<file path="src/rtl/pspin_cluster_boot_seq_pkg.sv">
// Shared definitions for the PsPIN cluster boot sequencer.
// The BOOT_ST_* codes are also what the control registers decode on state_o readback.
package pspin_cluster_boot_seq_pkg;

    localparam logic [2:0] BOOT_ST_IDLE    = 3'd0;
    localparam logic [2:0] BOOT_ST_RESET   = 3'd1;
    localparam logic [2:0] BOOT_ST_RELEASE = 3'd2;
    localparam logic [2:0] BOOT_ST_FETCH   = 3'd3;
    localparam logic [2:0] BOOT_ST_RUN     = 3'd4;
    localparam logic [2:0] BOOT_ST_DRAIN   = 3'd5;

    typedef enum logic [2:0] {
        ST_IDLE    = BOOT_ST_IDLE,
        ST_RESET   = BOOT_ST_RESET,
        ST_RELEASE = BOOT_ST_RELEASE,
        ST_FETCH   = BOOT_ST_FETCH,
        ST_RUN     = BOOT_ST_RUN,
        ST_DRAIN   = BOOT_ST_DRAIN
    } boot_state_e;

    // Largest of four cycle counts; sizes the shared phase counter.
    function automatic int max4(input int a, input int b, input int c, input int d);
        int m;
        m = a;
        if (b > m) m = b;
        if (c > m) m = c;
        if (d > m) m = d;
        return m;
    endfunction

endpackage

</file>
<file path="src/rtl/pspin_cluster_boot_seq.sv">
// PsPIN cluster bring-up / shutdown sequencer.
//
// state   | meaning
// --------+-------------------------------------------------------------
// IDLE    | clusters held in aux reset, waiting for a start with mask!=0
// RESET   | aux reset asserted for RST_CYCLES
// RELEASE | aux reset released, settling for SETTLE_CYCLES
// FETCH   | walking idx over clusters, enabling masked ones with a stagger
// RUN     | all selected clusters fetching; wait for stop or all-EOC
// DRAIN   | fetch disabled, waiting for busy to drop or for the timeout
module pspin_cluster_boot_seq
    import pspin_cluster_boot_seq_pkg::*;
#(
    parameter int NUM_CLUSTERS   = 2,
    parameter int RST_CYCLES     = 16,
    parameter int SETTLE_CYCLES  = 8,
    parameter int STAGGER_CYCLES = 4,
    parameter int TIMEOUT_CYCLES = 1024
) (
    input  logic                    clk,
    input  logic                    rst_n,
    input  logic                    start_i,
    input  logic                    stop_i,
    input  logic [NUM_CLUSTERS-1:0] cl_mask_i,
    input  logic [NUM_CLUSTERS-1:0] cl_eoc_i,
    input  logic [NUM_CLUSTERS-1:0] cl_busy_i,
    output logic                    aux_rst_o,
    output logic [NUM_CLUSTERS-1:0] cl_fetch_en_o,
    output logic [2:0]              state_o,
    output logic                    running_o,
    output logic                    err_timeout_o,
    output logic [31:0]             drain_cycles_o
);

    localparam int CNT_W = $clog2(max4(RST_CYCLES, SETTLE_CYCLES,
                                       STAGGER_CYCLES, TIMEOUT_CYCLES)) + 1;
    localparam int IDX_W = (NUM_CLUSTERS > 1) ? $clog2(NUM_CLUSTERS) : 1;

    localparam logic [CNT_W-1:0] CNT_ONE     = CNT_W'(1);
    localparam logic [CNT_W-1:0] CNT_RST     = CNT_W'(RST_CYCLES - 1);
    localparam logic [CNT_W-1:0] CNT_SETTLE  = CNT_W'(SETTLE_CYCLES - 1);
    localparam logic [CNT_W-1:0] CNT_STAGGER = CNT_W'(STAGGER_CYCLES - 1);
    localparam logic [CNT_W-1:0] CNT_TIMEOUT = CNT_W'(TIMEOUT_CYCLES - 1);
    localparam logic [IDX_W-1:0] IDX_LAST    = IDX_W'(NUM_CLUSTERS - 1);
    localparam logic [31:0]      DRAIN_MAX   = '1;

    boot_state_e             state_q, state_d;
    logic [CNT_W-1:0]        cnt_q, cnt_d;
    logic [IDX_W-1:0]        idx_q, idx_d, idx_inc;
    logic [NUM_CLUSTERS-1:0] mask_q, mask_d;
    logic                    aux_rst_q, aux_rst_d;
    logic [NUM_CLUSTERS-1:0] fetch_en_q, fetch_en_d;
    logic                    running_q, running_d;
    logic                    err_q, err_d;
    logic [31:0]             drain_q, drain_d;
    logic                    enter_drain;

    // State, counter and all output registers; synchronous active-low reset.
    always_ff @(posedge clk) begin
        if (!rst_n) begin
            state_q    <= ST_IDLE;
            cnt_q      <= '0;
            idx_q      <= '0;
            mask_q     <= '0;
            aux_rst_q  <= 1'b1;
            fetch_en_q <= '0;
            running_q  <= 1'b0;
            err_q      <= 1'b0;
            drain_q    <= '0;
        end else begin
            state_q    <= state_d;
            cnt_q      <= cnt_d;
            idx_q      <= idx_d;
            mask_q     <= mask_d;
            aux_rst_q  <= aux_rst_d;
            fetch_en_q <= fetch_en_d;
            running_q  <= running_d;
            err_q      <= err_d;
            drain_q    <= drain_d;
        end
    end

    // Next-state and next-output logic; each phase loads N-1 and moves on when the counter reads 0.
    always_comb begin
        state_d     = state_q;
        cnt_d       = cnt_q;
        idx_d       = idx_q;
        mask_d      = mask_q;
        aux_rst_d   = aux_rst_q;
        fetch_en_d  = fetch_en_q;
        err_d       = err_q;
        drain_d     = drain_q;
        enter_drain = 1'b0;
        idx_inc     = idx_q + IDX_W'(1);

        case (state_q)
            ST_IDLE: begin
                aux_rst_d  = 1'b1;
                fetch_en_d = '0;
                if (start_i && !stop_i && (cl_mask_i != '0)) begin
                    state_d = ST_RESET;
                    cnt_d   = CNT_RST;
                    mask_d  = cl_mask_i;
                    err_d   = 1'b0;
                    drain_d = '0;
                end
            end
            ST_RESET: begin
                if (stop_i) begin
                    enter_drain = 1'b1;
                end else if (cnt_q == '0) begin
                    state_d   = ST_RELEASE;
                    cnt_d     = CNT_SETTLE;
                    aux_rst_d = 1'b0;
                end else begin
                    cnt_d = cnt_q - CNT_ONE;
                end
            end
            ST_RELEASE: begin
                if (stop_i) begin
                    enter_drain = 1'b1;
                end else if (cnt_q == '0) begin
                    state_d       = ST_FETCH;
                    idx_d         = '0;
                    fetch_en_d[0] = mask_q[0];
                    cnt_d         = mask_q[0] ? CNT_STAGGER : '0;
                end else begin
                    cnt_d = cnt_q - CNT_ONE;
                end
            end
            ST_FETCH: begin
                if (stop_i) begin
                    enter_drain = 1'b1;
                end else if (cnt_q == '0) begin
                    if (idx_q == IDX_LAST) begin
                        state_d = ST_RUN;
                    end else begin
                        idx_d               = idx_inc;
                        fetch_en_d[idx_inc] = mask_q[idx_inc];
                        cnt_d               = mask_q[idx_inc] ? CNT_STAGGER : '0;
                    end
                end else begin
                    cnt_d = cnt_q - CNT_ONE;
                end
            end
            ST_RUN: begin
                if (stop_i || ((cl_eoc_i & mask_q) == mask_q)) begin
                    enter_drain = 1'b1;
                end
            end
            ST_DRAIN: begin
                if (drain_q != DRAIN_MAX) begin
                    drain_d = drain_q + 32'd1;
                end
                if ((cl_busy_i & mask_q) == '0) begin
                    state_d   = ST_IDLE;
                    aux_rst_d = 1'b1;
                end else if (cnt_q == '0) begin
                    state_d   = ST_IDLE;
                    aux_rst_d = 1'b1;
                    err_d     = 1'b1;
                end else begin
                    cnt_d = cnt_q - CNT_ONE;
                end
            end
            default: begin
                state_d    = ST_IDLE;
                aux_rst_d  = 1'b1;
                fetch_en_d = '0;
            end
        endcase

        // aux_rst is deliberately left alone: an abort from RESET keeps the clusters in reset.
        if (enter_drain) begin
            state_d    = ST_DRAIN;
            fetch_en_d = '0;
            cnt_d      = CNT_TIMEOUT;
            drain_d    = '0;
        end

        running_d = (state_d == ST_RUN);
    end

    assign state_o        = state_q;
    assign aux_rst_o      = aux_rst_q;
    assign cl_fetch_en_o  = fetch_en_q;
    assign running_o      = running_q;
    assign err_timeout_o  = err_q;
    assign drain_cycles_o = drain_q;

endmodule

</file>
<file path="config.mk">
export PLATFORM = sky130hd
export DESIGN_NAME = pspin_cluster_boot_seq
export DESIGN_NICKNAME = d
export VERILOG_FILES = /design/src/rtl/pspin_cluster_boot_seq_pkg.sv /design/src/rtl/pspin_cluster_boot_seq.sv
export SDC_FILE = /design/constraint.sdc
export NUM_CORES = 1
export LEC_CHECK = 0
export ABC_AREA = 1
export BUFFER_PORTS_ARGS = -buffer_cell sky130_fd_sc_hd__buf_2
export CORE_UTILIZATION = 25
export DETAILED_ROUTE_END_ITERATION = 12
export GPL_ROUTABILITY_DRIVEN = 0
export PLACE_DENSITY = 0.39
export REMOVE_ABC_BUFFERS = 1
export SLEW_MARGIN = 20
export SYNTH_ARGS = -nofsm -noshare
export SYNTH_HDL_FRONTEND = slang
export SYNTH_SLANG_ARGS = --single-unit
</file>
<file path="constraint.sdc">
create_clock -name clk -period 1.67 [get_ports clk]
set_input_delay 0.334 -clock clk [delete_from_list [all_inputs] [get_ports clk]]
set_output_delay 0.334 -clock clk [all_outputs]
set_load 0.01 [all_outputs]
</file>
==> impl_metrics.ini, run 1 <==
[layout]
finish.net_count = 790
design_area_um2 = 5361
fillCellCount = 1558
drive_gt1_share_pct = 33.72
diodes = 0
final_cell_mix = 164 x nand2_1, 114 x nor2_1, 97 x buf_4, 60 x inv_1
register_area_um2 = 1107
mostFrequentLayoutCell = nand2_1
multiInputGateArea_um2 = 2475
area_growth_pct = 46.55

[pwr]
p_leak_nw = 2.398
power.density_nw_per_um2 = 1210
swShare_pct = 44.55
ir_worst_vdd_mv = 0.7320
clkPwrFrac_pct = 16.7
switchingPower_mw = 2.890
total_power_mw = 6.486
power_frac_seq_pct = 25.0
combPwrFrac_pct = 58.3
p_int_mw = 3.596

[critical_path]
start_kind = register
timing.critical_path.slowest_stage_cell = dfxtp_2
crit_arrival_ps = 1840
critical_path.max_fanout = 7
end_kind = register
path_cells = inv_2 -> ha_4 -> nand2_2 -> inv_2 -> nand2_4 -> nor2_4 -> nand2_2 -> nand2_2 -> nand3_4 -> nand2_8 -> nand2_1 -> nand2_1 -> nor2_1
path_class = reg2reg
critical_path.max_stage_delay_ps = 330
cp.required_ps = 1870
cpMostUsedCell = nand2_2

[clock_network]
clockBufferDepth = 2
cts_tree = done
cts_max_level = 2
clock_latency_ps = 310
clock_sinks = 54
cts_root_buf = clkbuf_16
ctsHoldBuffers = 0
path_clk_slew_ps = 70
cts_buffers = 5

[synth]
synth_seq_cells = 54
ys_types = 28
yosys_warnings = 0
synth_top_family_by_area = simple AND/OR/NAND/NOR gates
syn-instance-count = 626
synth_mux_area_share_pct = 0
yosys.area_share.simple_pct = 47.37
synth_compound_area_share_pct = 9.439
synthAdderAreaFrac_pct = 1.026
avgSynthCellArea_um2 = 5.844
ys_seq_area_share_pct = 29.55
synth-xor-area-share_pct = 2.394
syn_area_um2 = 3659

[timing]
slew_violations = 0
worst_clock_skew_ps = 5.932
post-route-period-util_pct = 97.91
worstMarginPinSlew_ps = 338.1
fmax_ghz = 0.6116
slew-limit-headroom_pct = 77.22
setup-violations-final = 0
hold_violations = 0
min_period_ps = 1635
rsz0062_at_grt = true

[die]
num_rows = 43
die_w_um = 123.0
die_h_um = 123.0
coreArea_um2 = 14100
ios = 50
initial_core_util_pct = 25.95
dieArea_um2 = 15120

[global_route]
grt_max_degree = 21
grt_pass1_wl_um = 20270
grt_overflow = 0
grt_use_total_pct = 17.48
grt_pass1_vias = 4141
antenna_found_initial = 0

[min_path]
hold_path_class = in2reg

[detailed_routing]
first_pass_iters = 4
vias = 4339
wl_per_cell_um = 13.57
via_per_inst = 4.534
route.detailed.drc = 0
antenna_left = 0
wirelength_um = 12990
drtIter0Drc = 130

[run]
maxCapViolCount = 0

[placed_design]
port_buffers = 49
dpl.hpwl_um = 9980
place_area_um2 = 4733

[status]
status = finished clean
critical path: cells and delay by family (launching register included):
kind / cells / cell delay, ps
DFF: 1 / 330
buffers and inverters: 2 / 140
adders and majority gates: 1 / 120
and+or+nand+nor: 10 / 940
through the flow:
stage               hold WS, ps  utilization (%)  setup TNS (ps)  std cells  setup slack [ps]
floorplan                 418.7                -           -6625        611            -328.2
global placement          499.3            33.58           -4917        935            -358.5
detailed placement        499.7            33.58           -6305        935            -382.8
CTS                       352.9            35.16          -36.88        945            -19.05
global route              406.3            38.03           -1135        957            -95.49
finish                    351.3            38.03               0        957             34.86
final timing paths:
kind	start	to	slack (ps)	cells after the start
worst max register to register	cnt_q[0]	cnt_q[9]	30	13
worst min register to register	aux_rst_o	aux_rst_o	510	2
worst max-delay path	cnt_q[0]	cnt_q[9]	30	13
worst min-delay path	cl_mask_i[0]	mask_q[0]	350	3
per-layer routing:
layer  part of all wire (%)  GRT usage, %
met5                      0             0
met4                    1.7         5.572
met3                    3.4         2.583
met2                     51         32.48
met1                     44         20.44
power by group through the flow:
stage / combinational, mW / clock, mW / sequential (mW)
after floorplan: 1.69 / 0 / 1.70
after global placement: 3.03 / 0 / 1.62
after detailed placement: 3.03 / 0 / 1.63
after CTS: 3.19 / 1.12 / 1.61
after global routing: 4.19 / 1.16 / 1.64
final: 3.78 / 1.08 / 1.62
repair_timing:
action	in CTS	in global routing
endpoints found under the setup margin	45	51
pin swaps	6	30
gates resized for setup	22	93
buffers inserted	3	9
gates cloned	0	3
cell type report:
cell class,count,area share (%)
inverter,70,5.508
timing repair buffer,156,20.58
clock buffer,7,2.474
multi-input combinational,488,46.16
sequential,54,20.65
tap,180,4.201
timing repair inverter,2,0.4201
registers in the layout (all words and copies together) (netlist names):
signal	flops
drain_cycles_o	32
mask_q	2
aux_rst_o	1
state_o	3
running_o	1
idx_q	1
cnt_q	11
cl_fetch_en_o	2
err_timeout_o	1
kinds of logic after synthesis:
logic type | Yosys count
adders and majority gates | 3
DFF | 54
AOI/OAI and AO/OA | 68
and+or+nand+nor | 406
xor gates and xnor gates | 10
buffers and inverters | 85
cell usage after synthesis:
| library cell | number | share of area (%) |
|---|---|---|
| and3_1 | 1 | 0.17 |
| nor3_1 | 3 | 0.41 |
| xor2_1 | 10 | 2.4 |
| inv_2 | 4 | 0.41 |
| nor2_2 | 3 | 0.51 |
| nand2_1 | 184 | 19 |
| nand2_4 | 2 | 0.62 |
| nand3_1 | 52 | 7.1 |
| o21ai_0 | 23 | 3.1 |
| buf_2 | 6 | 0.82 |
| ha_1 | 3 | 1.0 |
| nand3_2 | 1 | 0.27 |
| nand2_2 | 7 | 1.2 |
| o21bai_1 | 2 | 0.41 |
| nand3b_1 | 3 | 0.62 |
| o21ai_1 | 1 | 0.14 |
| buf_6 | 5 | 1.5 |
| a21oi_1 | 42 | 5.7 |
| nor2_1 | 132 | 14 |
| nand4_1 | 9 | 1.5 |
| inv_4 | 1 | 0.17 |
| inv_1 | 65 | 6.7 |
| buf_1 | 1 | 0.10 |
| buf_4 | 2 | 0.41 |
| nor2_4 | 7 | 2.2 |
| clkbuf_1 | 1 | 0.10 |
| dfxtp_1 | 54 | 30 |
| or2_2 | 2 | 0.34 |
Note: power is estimated with default switching activity, not from simulation.
==> run 2, diff against run 1 <==
--- a/config.mk
+++ b/config.mk
@@ -10,7 +10,6 @@
 export CORE_UTILIZATION = 25
 export DETAILED_ROUTE_END_ITERATION = 12
 export GPL_ROUTABILITY_DRIVEN = 0
-export PLACE_DENSITY = 0.39
 export REMOVE_ABC_BUFFERS = 1
 export SLEW_MARGIN = 20
 export SYNTH_ARGS = -nofsm -noshare
==> run 2 against run 1 <==
Effect of this change:
- largest cell class unchanged
- die area unchanged
- worst hold slack got worse by 0.85 ps
- clock power is 11% higher
- wire length is 9.6% lower
- global-route usage fell by 1.5 points
- total power fell by 0.83%
- critical path depth unchanged
- sequential power barely moved
==> impl_metrics.ini, run 2 (synthesis results as in run 1) <==
[critical_path]
cp.required_ps = 1860
crit_cells = 13
timing.critical_path.slowest_stage_cell = dfxtp_2
path_class = reg2reg
r2r_cells = 13
end_kind = register
critical_path.max_stage_delay_ps = 320
cpMostUsedCell = nand2_2
r2r-end = cnt_q[5]
start_kind = register
crit_family = simple AND/OR/NAND/NOR gates
path_cells = inv_2 -> ha_4 -> nand2_2 -> inv_2 -> nand2_4 -> nor2_4 -> nand2_2 -> nand2_2 -> nand3_4 -> nand2_8 -> nand2_2 -> nand2_1 -> nor2_1
crit_buf_inv = 2
crit_arrival_ps = 1820
critical_path.max_fanout = 6
regToRegSetupSlack_ps = 50
r2r-start = cnt_q[0]

[global_route]
grt_pass1_wl_um = 19050
antenna_found_initial = 0
grt_pass1_vias = 4048
grt_overflow = 0
grt_max_degree = 21
grt_use_total_pct = 15.99

[die]
ios = 50
die_w_um = 123.0
dieArea_um2 = 15120
die_h_um = 123.0
initial_core_util_pct = 25.95
coreArea_um2 = 14100
num_rows = 43

[pwr]
power.density_nw_per_um2 = 1245
p_leak_nw = 2.273
ir_worst_vdd_mv = 0.6492

[detailed_routing]
wirelength_um = 11730
via_per_inst = 4.618
antenna_left = 0
vias = 4327
first_pass_iters = 6
route.detailed.drc = 0
wl_per_cell_um = 12.52
drtIter0Drc = 215

[timing]
slew_violations = 0
worstMarginPinSlew_ps = 326.7
slew-limit-headroom_pct = 78.17
post-route-period-util_pct = 97.16
rsz0062_at_grt = true
setup-violations-final = 0
min_period_ps = 1623
worst_slack_ps = 47.42
hold_violations = 0
whs_ps = 350.5
fmax_ghz = 0.6163
worst_clock_skew_ps = 6.616

[layout]
drive_gt1_share_pct = 32.76
mostFrequentLayoutCell = nand2_1
diodes = 0
final_cell_mix = 164 x nand2_1, 106 x nor2_1, 82 x buf_4, 59 x inv_1, 50 x nand3_1
largest_register_ffs = 32
finish.net_count = 769
area_growth_pct = 41.18

[run]
maxCapViolCount = 0

[status]
status = finished clean

[min_path]
hold_start = cl_mask_i[0]
whs_endpoint = mask_q[0]
hold_path_class = in2reg
min_path_cells = 3

[clock_network]
cts_max_level = 2
clock_latency_ps = 300
path_clk_slew_ps = 70
clockBufferDepth = 2
cts_root_buf = clkbuf_16
cts_tree = done
clock_sinks = 54
cts_buffers = 5

[placed_design]
port_buffers = 49
dp_slack_ps = -246.7
dpl.hpwl_um = 8903
run 2: cell count changes in the layout (fill, tap and decap cells not counted), sizes merged:
cell	change
bufinv	+1
buf	-19
inv	-1
clkinvlp	-1
run 2: cell type report:
class,instances,area [µm²]
clock inverter,1,30.03
multi-input combinational,488,2470
fill,1548,8931
inverter,70,277.8
timing repair buffer,137,937.1
clock buffer,7,132.6
tap,180,225.2
sequential,54,1092
run 2: worst max path at each step:
stage / startpoint / end / slack (ps)
floorplan: state_o[2] / drain_cycles_o[17] / -330
global placement: cl_eoc_i[0] / drain_cycles_o[17] / -180
detailed placement: stop_i / drain_cycles_o[9] / -250
CTS: state_o[1] / cnt_q[10] / 0.7
global route: cnt_q[0] / cnt_q[9] / -30
finish: cnt_q[0] / cnt_q[5] / 50
run 2: per-stage QoR:
stage | instances | area [µm²] | power, mW | TNS (ps) | util (%)
2_1_floorplan | 611 | 3550 | 3.399 | -6625 | -
3_3_place_gp | 919 | 4613 | 4.453 | -2014 | 32.73
4_1_cts | 929 | 4825 | 5.786 | 0 | 34.23
6_report | 937 | 5165 | 6.433 | 0 | 36.64
3_5_place_dp | 919 | 4613 | 4.463 | -2892 | 32.73
5_1_grt | 937 | 5165 | 6.911 | -301.4 | 36.64
run 2: what timing repair did:
action / 4_1_cts / 5_1_grt
hold buffers: 0 / 0
gates resized for setup: 10 / 98
buffers inserted: 2 / 7
pin swaps: 6 / 23
gates cloned: 0 / 1
setup endpoints to repair: 44 / 48
run 2: power breakdown:
part / total, mW / internal [mW] / switching (mW)
clock: 1.20 / 0.711 / 0.489
sequential: 1.63 / 1.49 / 0.141
combinational: 3.60 / 1.45 / 2.16
total: 6.43 / 3.64 / 2.79
run 2: per-layer routing:
layer	global-route usage, %	share of wire (%)
met1	20.18	45
met2	27.81	49
met3	2.168	4.0
met4	5.572	2.0
met5	0	0
run 2: worst register-to-register path: cells and delay by family, from the launching register on:
kind,cells,cell delay (ps)
flops,1,320
fa+ha+maj,1,120
simple gates,10,940
buf+inv,2,130
==> run 3, diff against run 2 <==
--- a/config.mk
+++ b/config.mk
@@ -10,6 +10,7 @@
 export CORE_UTILIZATION = 25
 export DETAILED_ROUTE_END_ITERATION = 12
 export GPL_ROUTABILITY_DRIVEN = 0
+export PLACE_DENSITY = 0.44
 export REMOVE_ABC_BUFFERS = 1
 export SLEW_MARGIN = 20
 export SYNTH_ARGS = -nofsm -noshare
==> run 3 against run 2 <==
Effect of this change:
- flip-flop and latch count did not move
- largest cell class unchanged
- critical path type unchanged
- fmax rose by 0.89%
- non-clock buffer count increased by 2
==> impl_metrics.ini, run 3 (synthesis results as in run 1) <==
[status]
status = finished clean

[layout]
mostFrequentLayoutCell = nand2_1
final_cell_mix = 156 x nand2_1, 103 x nor2_1, 80 x buf_4, 59 x inv_1, 50 x nand3_1
area_growth_pct = 45.18
diodes = 0
final_util_pct = 37.68
drive_gt1_share_pct = 35.26
largest_register_ffs = 32
finish.net_count = 772

[detailed_routing]
wirelength_um = 12730
first_pass_iters = 4
via_per_inst = 4.596
vias = 4320
route.detailed.drc = 0
wl_per_cell_um = 13.54
drtIter0Drc = 248
antenna_left = 0

[timing]
setup-violations-final = 0
slew_violations = 0
rsz0062_at_grt = true
hold_violations = 0
fin_tns_setup_ps = 0
post-route-period-util_pct = 96.30
min_period_ps = 1608
worst_clock_skew_ps = 5.713
slew-limit-headroom_pct = 78.64
worstMarginPinSlew_ps = 319.7
fmax_ghz = 0.6218

[placed_design]
port_buffers = 49
dpl.hpwl_um = 9415

[pwr]
ir_worst_vdd_mv = 0.7276
power.density_nw_per_um2 = 1228
p_leak_nw = 2.346

[clock_network]
path_clk_slew_ps = 70
cts_buffers = 5
clock_sinks = 54
cts_max_level = 2
cts_root_buf = clkbuf_16
cts_tree = done
ctsHoldBuffers = 0
clockBufferDepth = 2
clock_latency_ps = 300

[global_route]
grt_max_degree = 22
grt_use_total_pct = 16.85
grt_pass1_wl_um = 19950
antenna_found_initial = 0
grt_pass1_vias = 4067
grt_overflow = 0

[critical_path]
timing.critical_path.slowest_stage_cell = dfxtp_2
r2r-start = drain_cycles_o[0]
r2r-end = drain_cycles_o[1]
regToRegSetupSlack_ps = 60
crit_buf_inv = 2
critical_path.max_fanout = 7
r2r_cells = 11
start_kind = register
crit_family = simple AND/OR/NAND/NOR gates
path_class = reg2reg
path_cells = ha_4 -> inv_2 -> nor2_4 -> nand2_4 -> nor2_4 -> nand2_2 -> nand2_4 -> nand2_8 -> buf_12 -> o21ai_0 -> nor2_1
crit_arrival_ps = 1800
cp.required_ps = 1870
end_kind = register
critical_path.max_stage_delay_ps = 360

[min_path]
hold_start = cl_mask_i[0]
whs_endpoint = mask_q[0]
min_path_cells = 4
hold_path_class = in2reg

[run]
maxCapViolCount = 0

[die]
coreArea_um2 = 14100
ios = 50
die_h_um = 123.0
dieArea_um2 = 15120
initial_core_util_pct = 25.95
die_w_um = 123.0
num_rows = 43
==> run 3: cell count changes in the layout (fill, tap and decap cells not counted), moves of 4 or more <==
cell     change
nor2_4       +4
dfxtp_1      -9
o21ai_0      +4
nand2_1      -8
dfxtp_2      +9
nand2_2      +7
==> run 3: through the flow <==
step / setup WS [ps] / cell area (µm²) / hold slack [ps] / instances / total power, mW
final: 61.79 / 5311 / 419.3 / 940 / 6.522
after global placement: -180.7 / 4618 / 456.3 / 918 / 4.579
after CTS: 5.294 / 4812 / 431.3 / 926 / 5.865
after global routing: -54.32 / 5311 / 453.5 / 940 / 7.032
after floorplan: -328.2 / 3550 / 418.7 / 611 / 3.399
after detailed placement: -235.9 / 4618 / 464.5 / 918 / 4.575
==> run 3: cell type report <==
type | count | area [µm²]
Clock buffer | 8 | 166.4
Fill cell | 1560 | 8785
Inverter | 70 | 277.8
Multi-Input combinational cell | 488 | 2514
Sequential cell | 54 | 1104
Tap cell | 180 | 225.2
Timing Repair Buffer | 139 | 1016
Timing Repair inverter | 1 | 8.758
==> run 3: report_power, final <==
part | switching [mW] | internal (mW)
clock | 0.540 | 0.683
combinational | 2.17 | 1.49
sequential | 0.154 | 1.49
total | 2.87 | 3.66
==> run 3: worst max-delay path by stage <==
stage          slack (ps)              start            endpoint  cells past startpoint
4_1_cts                 5  drain_cycles_o[0]  drain_cycles_o[19]                     13
5_1_grt               -50  drain_cycles_o[0]  drain_cycles_o[19]                     12
3_5_place_dp         -240             stop_i   drain_cycles_o[9]                      8
2_1_floorplan        -330         state_o[2]  drain_cycles_o[17]                      8
3_3_place_gp         -180             stop_i  drain_cycles_o[17]                      8
6_report               60  drain_cycles_o[0]   drain_cycles_o[1]                     11
==> run 3: repair_timing <==
action,4_1_cts,5_1_grt
setup buffers,0,9
endpoints found under the setup margin,30,49
gates cloned,0,5
pin swaps,2,25
gates resized for setup,8,117
==> run 3: layer usage <==
| metal | vias up | track usage [%] | part of all wire, % |
|---|---|---|---|
| li1 | 2237 | - | - |
| met1 | 1972 | 21.33 | 45 |
| met2 | 93 | 29.99 | 49 |
| met3 | 18 | 2.675 | 4.3 |
| met4 | 0 | 3.539 | 1.8 |
| met5 | - | 0 | 0 |
==> run 3: worst register-to-register path: stages, from the launching register on <==
cell,delay (ps)
dfxtp_2,360
ha_4,140
inv_2,50
nor2_4,100
nand2_4,80
nor2_4,90
nand2_2,80
nand2_4,100
nand2_8,120
buf_12,170
o21ai_0,140
nor2_1,70
